==> src/rtl/branch_resolve_ctrl_if.sv <==
// ----------------------------------------------------------------------------
// branch_resolve_ctrl_if
//   Bundles the fetch lookup, the EX-stage branch resolution inputs and the
//   redirect/flush outputs exchanged between the pipeline and the branch
//   resolution controller.
//
//   master : pipeline side (drives fetch PC, stall and EX fields,
//            receives prediction, redirect and flush)
//   slave  : branch_resolve_ctrl side
//
//   Signals
//     if_pc          fetch PC used for the prediction lookup
//     pred_taken     prediction for if_pc (combinational)
//     stall          pipeline stall
//     ex_valid       EX stage holds a valid instruction
//     ex_is_br       EX instruction is a conditional branch or JAL/JALR
//     ex_is_cond     EX instruction is a conditional branch
//     ex_pred_taken  prediction carried with the EX instruction
//     branch_out     resolved outcome
//     ex_pc          PC of the EX instruction
//     ex_target      computed branch/jump target
//     redirect_valid one-cycle redirect strobe
//     redirect_pc    corrected fetch PC
//     flush          squash IF/ID and ID/EX
// ----------------------------------------------------------------------------
interface branch_resolve_ctrl_if;
  logic [31:0] if_pc;
  logic        pred_taken;
  logic        stall;
  logic        ex_valid;
  logic        ex_is_br;
  logic        ex_is_cond;
  logic        ex_pred_taken;
  logic        branch_out;
  logic [31:0] ex_pc;
  logic [31:0] ex_target;
  logic        redirect_valid;
  logic [31:0] redirect_pc;
  logic        flush;

  modport master (
    output if_pc, stall, ex_valid, ex_is_br, ex_is_cond, ex_pred_taken,
           branch_out, ex_pc, ex_target,
    input  pred_taken, redirect_valid, redirect_pc, flush
  );

  modport slave (
    input  if_pc, stall, ex_valid, ex_is_br, ex_is_cond, ex_pred_taken,
           branch_out, ex_pc, ex_target,
    output pred_taken, redirect_valid, redirect_pc, flush
  );
endinterface

==> src/rtl/branch_resolve_ctrl.sv <==
// ----------------------------------------------------------------------------
// branch_resolve_ctrl
//   Resolves branches in EX: detects mispredicts, issues a one-cycle PC
//   redirect followed by a FLUSH_CYCLES-long pipeline flush, and (optionally)
//   maintains a table of 2-bit saturating predictor counters looked up by the
//   fetch PC.
//
//   Optional feature macro: BRANCH_PRED_EN
//     defined   -> dynamic predictor table indexed by PC[log2(BHT_ENTRIES)+1:2]
//     undefined -> pred_taken tied to 0, no table storage
//
//   Parameters
//     BHT_ENTRIES   number of 2-bit counters (power of two, 4..256)
//     FLUSH_CYCLES  total cycles flush is held per redirect (1..4)
//
//   Ports
//     clk    single clock, rising edge
//     reset  asynchronous, active-low reset
//     bus    branch_resolve_ctrl_if.slave (fetch lookup, EX resolution,
//            redirect_valid / redirect_pc / flush outputs)
// ----------------------------------------------------------------------------
module branch_resolve_ctrl #(
  parameter int BHT_ENTRIES  = 16,
  parameter int FLUSH_CYCLES = 2
) (
  input  logic                  clk,
  input  logic                  reset,
  branch_resolve_ctrl_if.slave  bus
);

  localparam int IDX_W = $clog2(BHT_ENTRIES);
  // Remaining DRAIN cycles minus one, loaded when leaving REDIRECT.
  localparam logic [1:0] DRAIN_INIT = 2'(FLUSH_CYCLES - 2);

  typedef enum logic [1:0] {
    IDLE     = 2'd0,
    REDIRECT = 2'd1,
    DRAIN    = 2'd2
  } state_t;

  state_t      state_reg;
  logic [1:0]  drain_cnt_reg;
  logic        redirect_valid_reg;
  logic        flush_reg;
  logic [31:0] redirect_pc_reg;

  // EX inputs are only looked at in IDLE on a non-stalled cycle.
  logic        accept;
  logic        mispredict;
  logic [31:0] fix_pc;

  assign accept     = !bus.stall && (state_reg == IDLE) && bus.ex_valid;
  assign mispredict = accept && bus.ex_is_br &&
                      (bus.branch_out != bus.ex_pred_taken);
  assign fix_pc     = bus.branch_out ? bus.ex_target : (bus.ex_pc + 32'd4);

  always_ff @(posedge clk or negedge reset) begin
    if (!reset) begin
      state_reg          <= IDLE;
      drain_cnt_reg      <= 2'd0;
      redirect_valid_reg <= 1'b0;
      flush_reg          <= 1'b0;
      redirect_pc_reg    <= 32'd0;
    end else if (!bus.stall) begin
      case (state_reg)
        IDLE: begin
          if (mispredict) begin
            state_reg          <= REDIRECT;
            redirect_pc_reg    <= fix_pc;
            redirect_valid_reg <= 1'b1;
            flush_reg          <= 1'b1;
          end
        end
        REDIRECT: begin
          redirect_valid_reg <= 1'b0;
          if (FLUSH_CYCLES == 1) begin
            state_reg <= IDLE;
            flush_reg <= 1'b0;
          end else begin
            state_reg     <= DRAIN;
            drain_cnt_reg <= DRAIN_INIT;
          end
        end
        DRAIN: begin
          if (drain_cnt_reg == 2'd0) begin
            state_reg <= IDLE;
            flush_reg <= 1'b0;
          end else begin
            drain_cnt_reg <= drain_cnt_reg - 2'd1;
          end
        end
        default: begin
          state_reg          <= IDLE;
          redirect_valid_reg <= 1'b0;
          flush_reg          <= 1'b0;
        end
      endcase
    end
  end

  assign bus.redirect_valid = redirect_valid_reg;
  assign bus.redirect_pc    = redirect_pc_reg;
  assign bus.flush          = flush_reg;

`ifdef BRANCH_PRED_EN
  // Only conditional branches train the table.
  logic             upd_en;
  logic [IDX_W-1:0] upd_idx;
  logic [BHT_ENTRIES-1:0] ctr_msb;

  assign upd_en  = accept && bus.ex_is_cond;
  assign upd_idx = bus.ex_pc[IDX_W+1:2];

  for (genvar gi = 0; gi < BHT_ENTRIES; gi++) begin : g_bht
    logic [1:0] ctr_reg;

    always_ff @(posedge clk or negedge reset) begin
      if (!reset) begin
        ctr_reg <= 2'b01;
      end else if (upd_en && (upd_idx == IDX_W'(gi))) begin
        if (bus.branch_out) begin
          if (ctr_reg != 2'b11) ctr_reg <= ctr_reg + 2'd1;
        end else begin
          if (ctr_reg != 2'b00) ctr_reg <= ctr_reg - 2'd1;
        end
      end
    end

    assign ctr_msb[gi] = ctr_reg[1];
  end

  // Lookup reads the flops directly, so a same-cycle update is not visible
  // until after the edge.
  assign bus.pred_taken = ctr_msb[bus.if_pc[IDX_W+1:2]];
`else
  assign bus.pred_taken = 1'b0;
`endif

endmodule

==> src/flat_wrapper.sv <==
// flat-port wrapper written by rule: the top's interface ports become plain ports
module branch_resolve_ctrl_flat 
#(
  parameter int BHT_ENTRIES  = 16,
  parameter int FLUSH_CYCLES = 2
)
  (clk, reset, bus_if_pc, bus_stall, bus_ex_valid, bus_ex_is_br, bus_ex_is_cond, bus_ex_pred_taken, bus_branch_out, bus_ex_pc, bus_ex_target, bus_pred_taken, bus_redirect_valid, bus_redirect_pc, bus_flush);
  branch_resolve_ctrl_if bus_i ();
  input  logic clk;
  input  logic reset;
  input wire logic [$bits(bus_i.if_pc)-1:0] bus_if_pc;
  input wire logic [$bits(bus_i.stall)-1:0] bus_stall;
  input wire logic [$bits(bus_i.ex_valid)-1:0] bus_ex_valid;
  input wire logic [$bits(bus_i.ex_is_br)-1:0] bus_ex_is_br;
  input wire logic [$bits(bus_i.ex_is_cond)-1:0] bus_ex_is_cond;
  input wire logic [$bits(bus_i.ex_pred_taken)-1:0] bus_ex_pred_taken;
  input wire logic [$bits(bus_i.branch_out)-1:0] bus_branch_out;
  input wire logic [$bits(bus_i.ex_pc)-1:0] bus_ex_pc;
  input wire logic [$bits(bus_i.ex_target)-1:0] bus_ex_target;
  output wire logic [$bits(bus_i.pred_taken)-1:0] bus_pred_taken;
  output wire logic [$bits(bus_i.redirect_valid)-1:0] bus_redirect_valid;
  output wire logic [$bits(bus_i.redirect_pc)-1:0] bus_redirect_pc;
  output wire logic [$bits(bus_i.flush)-1:0] bus_flush;
  assign bus_i.if_pc = bus_if_pc;
  assign bus_i.stall = bus_stall;
  assign bus_i.ex_valid = bus_ex_valid;
  assign bus_i.ex_is_br = bus_ex_is_br;
  assign bus_i.ex_is_cond = bus_ex_is_cond;
  assign bus_i.ex_pred_taken = bus_ex_pred_taken;
  assign bus_i.branch_out = bus_branch_out;
  assign bus_i.ex_pc = bus_ex_pc;
  assign bus_i.ex_target = bus_ex_target;
  assign bus_pred_taken = bus_i.pred_taken;
  assign bus_redirect_valid = bus_i.redirect_valid;
  assign bus_redirect_pc = bus_i.redirect_pc;
  assign bus_flush = bus_i.flush;
  branch_resolve_ctrl #(.BHT_ENTRIES(BHT_ENTRIES), .FLUSH_CYCLES(FLUSH_CYCLES)) u_core (.clk(clk), .reset(reset), .bus(bus_i));
endmodule
==> config.mk <==
export PLATFORM = sky130hd
export DESIGN_NAME = branch_resolve_ctrl_flat
export DESIGN_NICKNAME = d
export VERILOG_FILES = /design/src/rtl/branch_resolve_ctrl_if.sv /design/src/rtl/branch_resolve_ctrl.sv /design/src/flat_wrapper.sv
export SDC_FILE = /design/constraint.sdc
export NUM_CORES = 1
export LEC_CHECK = 0
export CAP_MARGIN = 10
export CORE_MARGIN = 2
export CORE_UTILIZATION = 30
export CTS_CLUSTER_SIZE = 10
export DETAILED_ROUTE_END_ITERATION = 12
export PLACE_DENSITY_LB_ADDON = 0.15
export SLEW_MARGIN = 40
export SYNTH_ARGS = -nofsm -noshare
export SYNTH_HDL_FRONTEND = slang
export SYNTH_SLANG_ARGS = --single-unit
==> constraint.sdc <==
create_clock -name clk -period 4.4 [get_ports clk]
set_clock_uncertainty 0.1 [all_clocks]
set_input_delay 1.1 -clock clk [delete_from_list [all_inputs] [get_ports clk]]
set_output_delay 1.1 -clock clk [all_outputs]
set_load 0.03 [all_outputs]
==> results of run 1 <==
[layout by cell type, fill, tap and decap left out, types with 3 or more instances in the layout]
| master | n |
|---|---|
| sky130_fd_sc_hd__o211ai_1 | 9 |
| sky130_fd_sc_hd__or3_1 | 4 |
| sky130_fd_sc_hd__nor3_1 | 6 |
| sky130_fd_sc_hd__xnor2_1 | 9 |
| sky130_fd_sc_hd__nor4_1 | 4 |
| sky130_fd_sc_hd__inv_1 | 4 |
| sky130_fd_sc_hd__clkdlybuf4s50_1 | 102 |
| sky130_fd_sc_hd__and3_1 | 6 |
| sky130_fd_sc_hd__xor2_1 | 14 |
| sky130_fd_sc_hd__dfrtp_1 | 38 |
| sky130_fd_sc_hd__nor2b_1 | 5 |
| sky130_fd_sc_hd__a21oi_1 | 6 |
| sky130_fd_sc_hd__and4_1 | 4 |
| sky130_fd_sc_hd__a22oi_1 | 8 |
| sky130_fd_sc_hd__nand3_1 | 25 |
| sky130_fd_sc_hd__clkbuf_8 | 6 |
| sky130_fd_sc_hd__nor2_1 | 14 |
| sky130_fd_sc_hd__mux2i_1 | 5 |
| sky130_fd_sc_hd__a22o_1 | 9 |
| sky130_fd_sc_hd__nand4_1 | 9 |
| sky130_fd_sc_hd__buf_4 | 4 |
| sky130_fd_sc_hd__o21ai_0 | 24 |
| sky130_fd_sc_hd__o41ai_1 | 3 |
| sky130_fd_sc_hd__nand2b_1 | 4 |
| sky130_fd_sc_hd__nand2_1 | 47 |
| sky130_fd_sc_hd__o31ai_1 | 3 |
[area by class of cell]
type                            count  area [um^2]  share of cell area (%)
Tap cell                          105        131.4                   3.563
Inverter                            4        15.01                  0.4072
Multi-Input combinational cell    237         1456                   39.50
Timing Repair Buffer              106         1051                   28.50
Clock buffer                        6        82.58                   2.240
Sequential cell                    38        950.9                   25.79
[metrics by stage]
step	util (%)	power [mW]	hold slack, ns
2_1_floorplan	-	0.8013	0.3956
3_3_place_gp	44.03	1.085	0.3619
3_5_place_dp	44.06	1.091	0.3694
4_1_cts	45.07	1.341	0.3893
5_1_grt	45.10	1.400	0.4049
6_report	45.10	1.323	0.3829
[critical path, stage by stage]
cell and delay, ns:
sky130_fd_sc_hd__clkdlybuf4s50_1 0.54, sky130_fd_sc_hd__or3_1 0.49, sky130_fd_sc_hd__or3_1 0.69, sky130_fd_sc_hd__or3_1 0.45
sky130_fd_sc_hd__nand3_1 0.08
[per-layer routing]
metal,routed length (um),GRT usage [%],up-vias
li1,-,-,1264
met1,3405,22.67,1167
met2,3510,28.70,88
met3,678,5.059,4
met4,78,4.286,0
met5,0,0,-
[cells by family after synthesis]
logic type	after synthesis
mux	7
xor+xnor	23
compound gates	70
other cells	1
buf+inv	22
flops	38
simple gates	134
fa+ha+maj	2
[cells in the mapped netlist (all sizes together) (3+ instances only)]
master,count
nor2,14
nor2b,5
o41ai,3
clkbuf,11
buf,7
dfrtp,38
o211ai,9
nand3,25
xnor2,9
nor3,6
nand2b,4
nor4,6
and3,6
a21oi,6
or3,4
o31ai,3
inv,4
mux2i,5
nand4,10
a22oi,8
o21ai,24
a22o,9
and4,4
nand2,47
xor2,14
[report_power, final]
part,total [mW],internal (mW),switching [mW]
clock network,0.244,0.121,0.123
registers,0.489,0.435,0.0536
logic,0.590,0.269,0.321
[worst min-delay path by stage]
| stage | to | slack, ns | cells after the start |
|---|---|---|---|
| after floorplan | u_core.drain_cnt_reg[1]$_DFFE_PN0P_ | 0.40 | 1 |
| after CTS | u_core.bus.redirect_valid$_DFFE_PN0P_ | 0.39 | 2 |
| after global placement | u_core.bus.redirect_pc[26]$_DFFE_PN0P_ | 0.36 | 2 |
| after detailed placement | u_core.bus.redirect_valid$_DFFE_PN0P_ | 0.37 | 2 |
| final | u_core.bus.redirect_pc[9]$_DFFE_PN0P_ | 0.38 | 2 |
| after global routing | u_core.bus.redirect_valid$_DFFE_PN0P_ | 0.40 | 2 |
==> results.cfg, run 1 <==
[clocking]
number_of_post_cts_setup_repair_buffers = 0
latest_clock_arrival_within_the_worst_skew_pair_ns = 0.28
cts_inserted_buffers = 5
htree_num_levels = 2
tritoncts_clock_tree = done
cts.path.max_buffers = 2
cts.reportedPaths.clkPinSlew_ns = 0.08
cts_hold_buffers = 0
clock_sink_count = 38
clock_root_cell = sky130_fd_sc_hd__clkbuf_8
post_cts_resize_count = 0

[logic_synthesis]
syn-mean-instance-area_um2 = 8.455
number_of_enable_flip_flop_cells_after_synthesis = 0
syn_inst = 297
cell_area_synth_um2 = 2511
yosysWarnings = 0
synth_largest_area_cell = sky130_fd_sc_hd__dfrtp_1
synth_fa_ha_area_share_pct = 0.9965
synth.top_cells.by_area = sky130_fd_sc_hd__dfrtp_1, sky130_fd_sc_hd__nand2_1, sky130_fd_sc_hd__nand3_1
synth-compound-area-share_pct = 18.58
synth_simple_gate_area_share_pct = 27.35
netlist-cell-type-count = 42
postSynthNetCount = 403
synthXorXnorAreaFrac_pct = 8.022
synth_top_flop_cell = sky130_fd_sc_hd__dfrtp_1
synth-seq-area-share_pct = 37.87
synth_top_family_by_area = simple AND/OR/NAND/NOR gates
ys_ff_latch = 38
yosys.area.top_type_share_pct = 37.87
fraction_of_synthesized_area_in_multiplexers_pct = 2.890
asyncSetResetFlopFracSynth_pct = 100.0

[pwr]
pwr_dens_nw_per_um2 = 358.8
power_leakage_nw = 1.449
irDropWorstVdd_mv = 0.1734

[floorplan]
chipWidth_um = 95.49
io_pins = 139
rows = 33
die_height_um = 95.49
core_outline_area_um2 = 8175
initial_utilization_pct = 30.72
fp.dieArea_um2 = 9118

[drt]
drt_first_pass_iters = 4
dr_total_vias = 2523
drt-total-wl_mm = 7.673
drc = 0
detail_route.vias_per_cell = 5.087
drt-wirelength-per-cell_um = 15.47
ant_nets = 0
detailedRoute.firstIterationViolations = 105

[min_path]
worstHoldStart = u_core.bus.redirect_pc[9]$_DFFE_PN0P_
min_path_type = register to register

[worst_setup_path]
crit_fanout = 17
critPathRequiredTime_ns = 4.53
worst-r2r-setup-slack_ns = 2.03
data_arrival_time_of_the_critical_path_ns = 3.35
setup_crit_end = u_core.bus.redirect_pc[25]$_DFFE_PN0P_
crit_reg_reg_endpoint = u_core.bus.redirect_pc[25]$_DFFE_PN0P_
worstSetupEndpointType = register
regToRegStartpoint = u_core.state_reg[0]$_DFFE_PN0P_
reg2reg_depth = 4
startpoint_type = input port
launch_point_of_the_critical_path = bus_stall
path_class = input port to register

[global_routing]
wire_length_of_the_first_global_routing_pass_mm = 12.26
first_global_vias = 2497
antenna_found_initial = 0
global_route.usage.total_pct = 17.48
overflow = 0
grt_start_max_net_pins = 45

[timing]
period_share_pct = 73.27
peak_clock_frequency_supported_by_timing_mhz = 310.2
final_critical_path_setup_slack_ns = 1.176
post-route-min-period_ns = 3.224
setup_repair_after_global_routing_missed_its_margin = no
finalHoldViolCount = 0
timing.final.setup_violations = 0
max-slew-margin-rel_pct = 51.26
setup_total_negative_slack_ns = 0
worstMarginPinSlew_ns = 0.7255
slew_violations = 0

[cells_and_area]
area_growth_pct = 46.84
largest_reg_flops = 32
cell_count_final_fillers_out = 496
design.final.nets = 498
layout-drive-gt1-share_pct = 3.836
number_of_inserted_diodes = 0
final_cell_area_um2 = 3687
fillerInstances = 831

[placement]
dpl-instance-area_um2 = 3602
place_congestion = 0.7319
place_inst = 490
place.detailed.hpwl_mm = 5.604
port-buffer-count = 104
dp_worst_setup_slack_ns = 0.9001

[run_status]
status = finished, final reports clean

[flow_run]
cap_viol_max_count = 0
Note: power is estimated with default switching activity, not from simulation.
==> inputs of run 2 (changes only) <==
Clock period 4.4 ns to 3.2 ns, I/O delays scaled along.
==> run 2 against run 1 <==
Critical path depth increased by 1. Combinational power up 39%. Non-clock buffer count up 10. First-iteration DRC count fell by 20%. Clock power is 66% higher. Routed wire length shrank 1.1%. Power increased by 43%. Setup slack got worse by 0.63 ns. Final area rose by 2.6%.
==> results.cfg, run 2 (synthesis results as in run 1) <==
[worst_setup_path]
data_arrival_time_of_the_critical_path_ns = 2.71
worst_path_max_delay_cell = sky130_fd_sc_hd__clkdlybuf4s50_1
startpoint_type = input port
path_class = input port to register
critical_path_buf_inv_count = 1
critPathRequiredTime_ns = 3.26
category_of_cells_accounting_for_the_largest_share_of_critical_path_delay = simple AND/OR/NAND/NOR gates
path_cells = clkdlybuf4s50_1, nand4_2, nor4_4, a41oi_1, o311ai_0, nand2_1
worstSetupEndpointType = register
cp_slowest_stage_delay_ns = 0.59
crit_fanout = 7

[timing]
timing.final.setup_violations = 0
setup_repair_after_global_routing_missed_its_margin = no
finalHoldViolCount = 0
post-route-min-period_ns = 2.654
period_share_pct = 82.93
peak_clock_frequency_supported_by_timing_mhz = 376.8
max-slew-margin-rel_pct = 51.45
slew_violations = 0
worstMarginPinSlew_ns = 0.7227
setup_total_negative_slack_ns = 0

[global_routing]
overflow = 0
grt_start_max_net_pins = 39
wire_length_of_the_first_global_routing_pass_mm = 11.79
antenna_found_initial = 0
first_global_vias = 2450
global_route.usage.total_pct = 16.71

[run_status]
status = finished, final reports clean

[cells_and_area]
largest_reg_flops = 32
layout.cells.most_common = sky130_fd_sc_hd__clkdlybuf4s50_1
design.final.nets = 508
area_growth_pct = 50.67
layout.cells.most_common_list = sky130_fd_sc_hd__clkdlybuf4s50_1, sky130_fd_sc_hd__nand2_1, sky130_fd_sc_hd__dfrtp_1
number_of_inserted_diodes = 0
layout-drive-gt1-share_pct = 6.203

[clocking]
number_of_post_cts_setup_repair_buffers = 0
clock_root_cell = sky130_fd_sc_hd__clkbuf_8
clock_sink_count = 38
cts_hold_buffers = 0
htree_num_levels = 2
tritoncts_clock_tree = done
cts_inserted_buffers = 5
cts.path.max_buffers = 2
cts.reportedPaths.clkPinSlew_ns = 0.08
post_cts_resize_count = 0
latest_clock_arrival_within_the_worst_skew_pair_ns = 0.28

[pwr]
irDropWorstVdd_mv = 0.2546
total_power_mw = 1.894
power_leakage_nw = 1.506
pwr_dens_nw_per_um2 = 500.5

[floorplan]
fp.dieArea_um2 = 9118
die_height_um = 95.49
initial_utilization_pct = 30.72
rows = 33
io_pins = 139
chipWidth_um = 95.49
core_outline_area_um2 = 8175

[drt]
detailedRoute.firstIterationViolations = 84
drt_first_pass_iters = 4
ant_nets = 0
drt-wirelength-per-cell_um = 14.94
drc = 0
detail_route.vias_per_cell = 5.045
dr_total_vias = 2563
drt-total-wl_mm = 7.589

[min_path]
min_path_type = register to register

[placement]
place_congestion = 0.7666
port-buffer-count = 104
place.detailed.hpwl_mm = 5.797

[flow_run]
cap_viol_max_count = 0
[run 2: cell types whose count changed in the layout (fill, tap and decap cells not counted)]
| cell | change |
|---|---|
| sky130_fd_sc_hd__buf_2 | +1 |
| sky130_fd_sc_hd__buf_4 | +9 |
| sky130_fd_sc_hd__bufinv_16 | +1 |
| sky130_fd_sc_hd__clkbuf_1 | +2 |
| sky130_fd_sc_hd__clkbuf_8 | -1 |
[run 2: metal layers]
layer	up-vias	GRT usage, %	share of wire, %
met5	-	0	0
met4	0	3.571	0.41
met3	2	4.111	6.9
met2	70	27.00	47
met1	1202	22.71	46
li1	1289	-	-
[run 2: stage by stage]
stage | cells | utilization, % | area, um^2 | hold slack (ns) | setup WS (ns)
after detailed placement | 500 | 44.98 | 3677 | 0.3680 | 0.2397
after floorplan | 297 | - | 2511 | 0.3956 | 0.6690
final | 508 | 46.28 | 3784 | 0.3849 | 0.5461
after global routing | 508 | 46.28 | 3784 | 0.4034 | 0.4109
after CTS | 508 | 46.28 | 3784 | 0.3863 | 0.5398
after global placement | 500 | 44.95 | 3675 | 0.3617 | 0.2573
[run 2: worst paths after layout]
check | from | end | slack [ns] | cells past startpoint
setup / recovery | bus_ex_pc[4] | u_core.bus.redirect_pc[20]$_DFFE_PN0P_ | 0.55 | 6
hold reg to reg | u_core.bus.redirect_pc[8]$_DFFE_PN0P_ | u_core.bus.redirect_pc[8]$_DFFE_PN0P_ | 0.38 | 2
max in group asynchronous | reset | u_core.bus.redirect_pc[18]$_DFFE_PN0P_ | 2.25 | 1
setup reg to reg | u_core.state_reg[0]$_DFFE_PN0P_ | u_core.bus.redirect_pc[29]$_DFFE_PN0P_ | 0.99 | 5
hold / removal | u_core.bus.redirect_pc[8]$_DFFE_PN0P_ | u_core.bus.redirect_pc[8]$_DFFE_PN0P_ | 0.38 | 2
min in group asynchronous | reset | u_core.bus.redirect_pc[10]$_DFFE_PN0P_ | 0.40 | 1
[run 2: area by class of cell]
type                       count  area (um^2)
multi-input combinational    237         1456
fill                         821         4392
clock inverter                 1        30.03
timing repair buffer         116         1124
sequential                    38        950.9
tap                          105        131.4
clock buffer                   7        76.32
inverter                       4        15.01
[run 2: power by group]
group	switching (mW)	leakage (nW)	internal [mW]
logic	0.442	0.993	0.376
registers	0.0729	0.460	0.598
clock network	0.170	0.0524	0.233
total	0.686	1.51	1.21
[run 2: worst register-to-register path: stages (launching register included)]
cell                      delay [ns]
sky130_fd_sc_hd__dfrtp_1        0.48
sky130_fd_sc_hd__or3_1          0.47
sky130_fd_sc_hd__or3_1          0.53
sky130_fd_sc_hd__a22o_1         0.29
sky130_fd_sc_hd__a31oi_1        0.14
sky130_fd_sc_hd__o31ai_1        0.08
==> inputs of run 3 (changes only) <==
Clock period 3.2 ns to 2.74 ns, I/O delays scaled along.
==> run 3 against run 2 <==
Sequential share of layout area is 0.67 points lower. Critical path depth is 2 higher. Final area is 2.7% higher. Final cell count is 3.0% higher. Setup slack worse by 0.18 ns. Global-route usage is 0.34 points higher. Clock power is 4% lower. Power is 13% higher.
==> results.cfg, run 3 (synthesis results as in run 1) <==
[placement]
place.detailed.hpwl_mm = 5.898
port-buffer-count = 104
place_congestion = 0.8209
dp_worst_setup_slack_ns = 0.05574

[global_routing]
grt_start_max_net_pins = 39
first_global_vias = 2593
global_route.usage.total_pct = 17.05
overflow = 0
antenna_found_initial = 0
wire_length_of_the_first_global_routing_pass_mm = 12.14

[drt]
drc = 0
detailedRoute.firstIterationViolations = 96
ant_nets = 0
drt-wirelength-per-cell_um = 14.63
drt_first_pass_iters = 4
drt-total-wl_mm = 7.654
detailroute.wirelength.met3_um = 536
wire_length_on_met1_mm = 3.477
highest-signal-layer = met4
detail_route.vias_per_cell = 4.989
dr_total_vias = 2609
met2_length_mm = 3.555

[timing]
slew_violations = 0
final_critical_path_setup_slack_ns = 0.3673
max-slew-margin-rel_pct = 65.58
post-route-min-period_ns = 2.373
finalHoldViolCount = 0
peak_clock_frequency_supported_by_timing_mhz = 421.5
setup_repair_after_global_routing_missed_its_margin = no
timing.final.setup_violations = 0
period_share_pct = 86.59
worstMarginPinSlew_ns = 0.5163
setup_total_negative_slack_ns = 0

[clocking]
number_of_post_cts_setup_repair_buffers = 0
htree_num_levels = 2
clock_root_cell = sky130_fd_sc_hd__clkbuf_8
post_cts_resize_count = 0
clock_sink_count = 38
cts_inserted_buffers = 5
cts_hold_buffers = 0
latest_clock_arrival_within_the_worst_skew_pair_ns = 0.28
cts.path.max_buffers = 2
cts.reportedPaths.clkPinSlew_ns = 0.08
tritoncts_clock_tree = done

[floorplan]
io_pins = 139
chipWidth_um = 95.49
fp.dieArea_um2 = 9118
die_height_um = 95.49
initial_utilization_pct = 30.72
rows = 33
core_outline_area_um2 = 8175

[worst_setup_path]
worstSetupEndpointType = register
crit_fanout = 6
reg2reg_depth = 5
critPathRequiredTime_ns = 2.86
data_arrival_time_of_the_critical_path_ns = 2.49
regToRegStartpoint = u_core.state_reg[0]$_DFFE_PN0P_
setup_crit_end = u_core.bus.redirect_pc[25]$_DFFE_PN0P_
crit_reg_reg_endpoint = u_core.bus.redirect_pc[29]$_DFFE_PN0P_
path_class = input port to register
startpoint_type = input port
launch_point_of_the_critical_path = bus_ex_pc[13]
worst-r2r-setup-slack_ns = 0.72

[cells_and_area]
largest_reg_flops = 32
layout.cells.most_common_list = sky130_fd_sc_hd__clkdlybuf4s50_1, sky130_fd_sc_hd__nand2_1, sky130_fd_sc_hd__dfrtp_1
fillerInstances = 825
layout.cells.most_common = sky130_fd_sc_hd__clkdlybuf4s50_1
layout-drive-gt1-share_pct = 10.05
design.final.nets = 525
area_growth_pct = 54.81
number_of_inserted_diodes = 0

[pwr]
seq_power_share_pct = 36.7
swShare_pct = 37.20
p_sw_mw = 0.7973
power_leakage_nw = 1.577
power_frac_clock_pct = 18.0
internal-power_mw = 1.346
irDropWorstVdd_mv = 0.2591
total_power_mw = 2.143
comb_power_share_pct = 45.3
pwr_dens_nw_per_um2 = 551.3

[min_path]
min_path_type = input port to asynchronous set/reset pin

[run_status]
status = finished, final reports clean

[flow_run]
cap_viol_max_count = 0
run 3: stage by stage:
step / utilization (%) / instance area [um^2] / hold WS (ns) / instances
2_1_floorplan: - / 2511 / 0.2894 / 297
3_3_place_gp: 46.51 / 3802 / 0.3612 / 517
3_5_place_dp: 46.54 / 3805 / 0.3696 / 517
4_1_cts: 47.55 / 3887 / 0.2851 / 523
5_1_grt: 47.55 / 3887 / 0.3113 / 523
6_report: 47.55 / 3887 / 0.2662 / 523
run 3: layout make-up:
class	count	area [um^2]	share of cell area, %
multi-input combinational	237	1456	37.46
timing repair buffer	133	1251	32.19
sequential	38	950.9	24.46
tap	105	131.4	3.379
clock buffer	6	82.58	2.124
inverter	4	15.01	0.3862
run 3: critical path, stage by stage:
cell and delay, ns:
sky130_fd_sc_hd__clkdlybuf4s50_1 0.49, sky130_fd_sc_hd__nand4_1 0.20, sky130_fd_sc_hd__buf_4 0.21, sky130_fd_sc_hd__nor4_2 0.20, sky130_fd_sc_hd__buf_4 0.19, sky130_fd_sc_hd__nand4_1 0.11
sky130_fd_sc_hd__or3_1 0.32, sky130_fd_sc_hd__nand3_1 0.08
run 3: routing by layer:
layer  vias to the layer above  global-route usage (%)
met5                         -                       0
met4                         0                   4.643
met3                         7                   3.874
met2                        78                   28.17
met1                      1199                   22.45
li1                       1325                       -
run 3: worst min path at each step:
stage,endpoint,slack [ns],depth (start not counted)
global placement,u_core.bus.redirect_pc[6]$_DFFE_PN0P_,0.36,2
finish,u_core.bus.redirect_pc[13]$_DFFE_PN0P_,0.27,1
global route,u_core.bus.redirect_pc[13]$_DFFE_PN0P_,0.31,1
floorplan,u_core.bus.flush$_DFFE_PN0P_,0.29,0
CTS,u_core.bus.redirect_pc[13]$_DFFE_PN0P_,0.29,1
detailed placement,u_core.bus.flush$_DFFE_PN0P_,0.37,2
run 3: power by group through the flow:
stage               Clock (mW)  Sequential (mW)  Combinational, mW
floorplan                    0             1.06              0.225
detailed placement           0            0.797              0.980
finish                   0.386            0.786              0.971
global placement             0            0.794              0.973
global route             0.422            0.806               1.04
CTS                      0.402            0.788              0.983
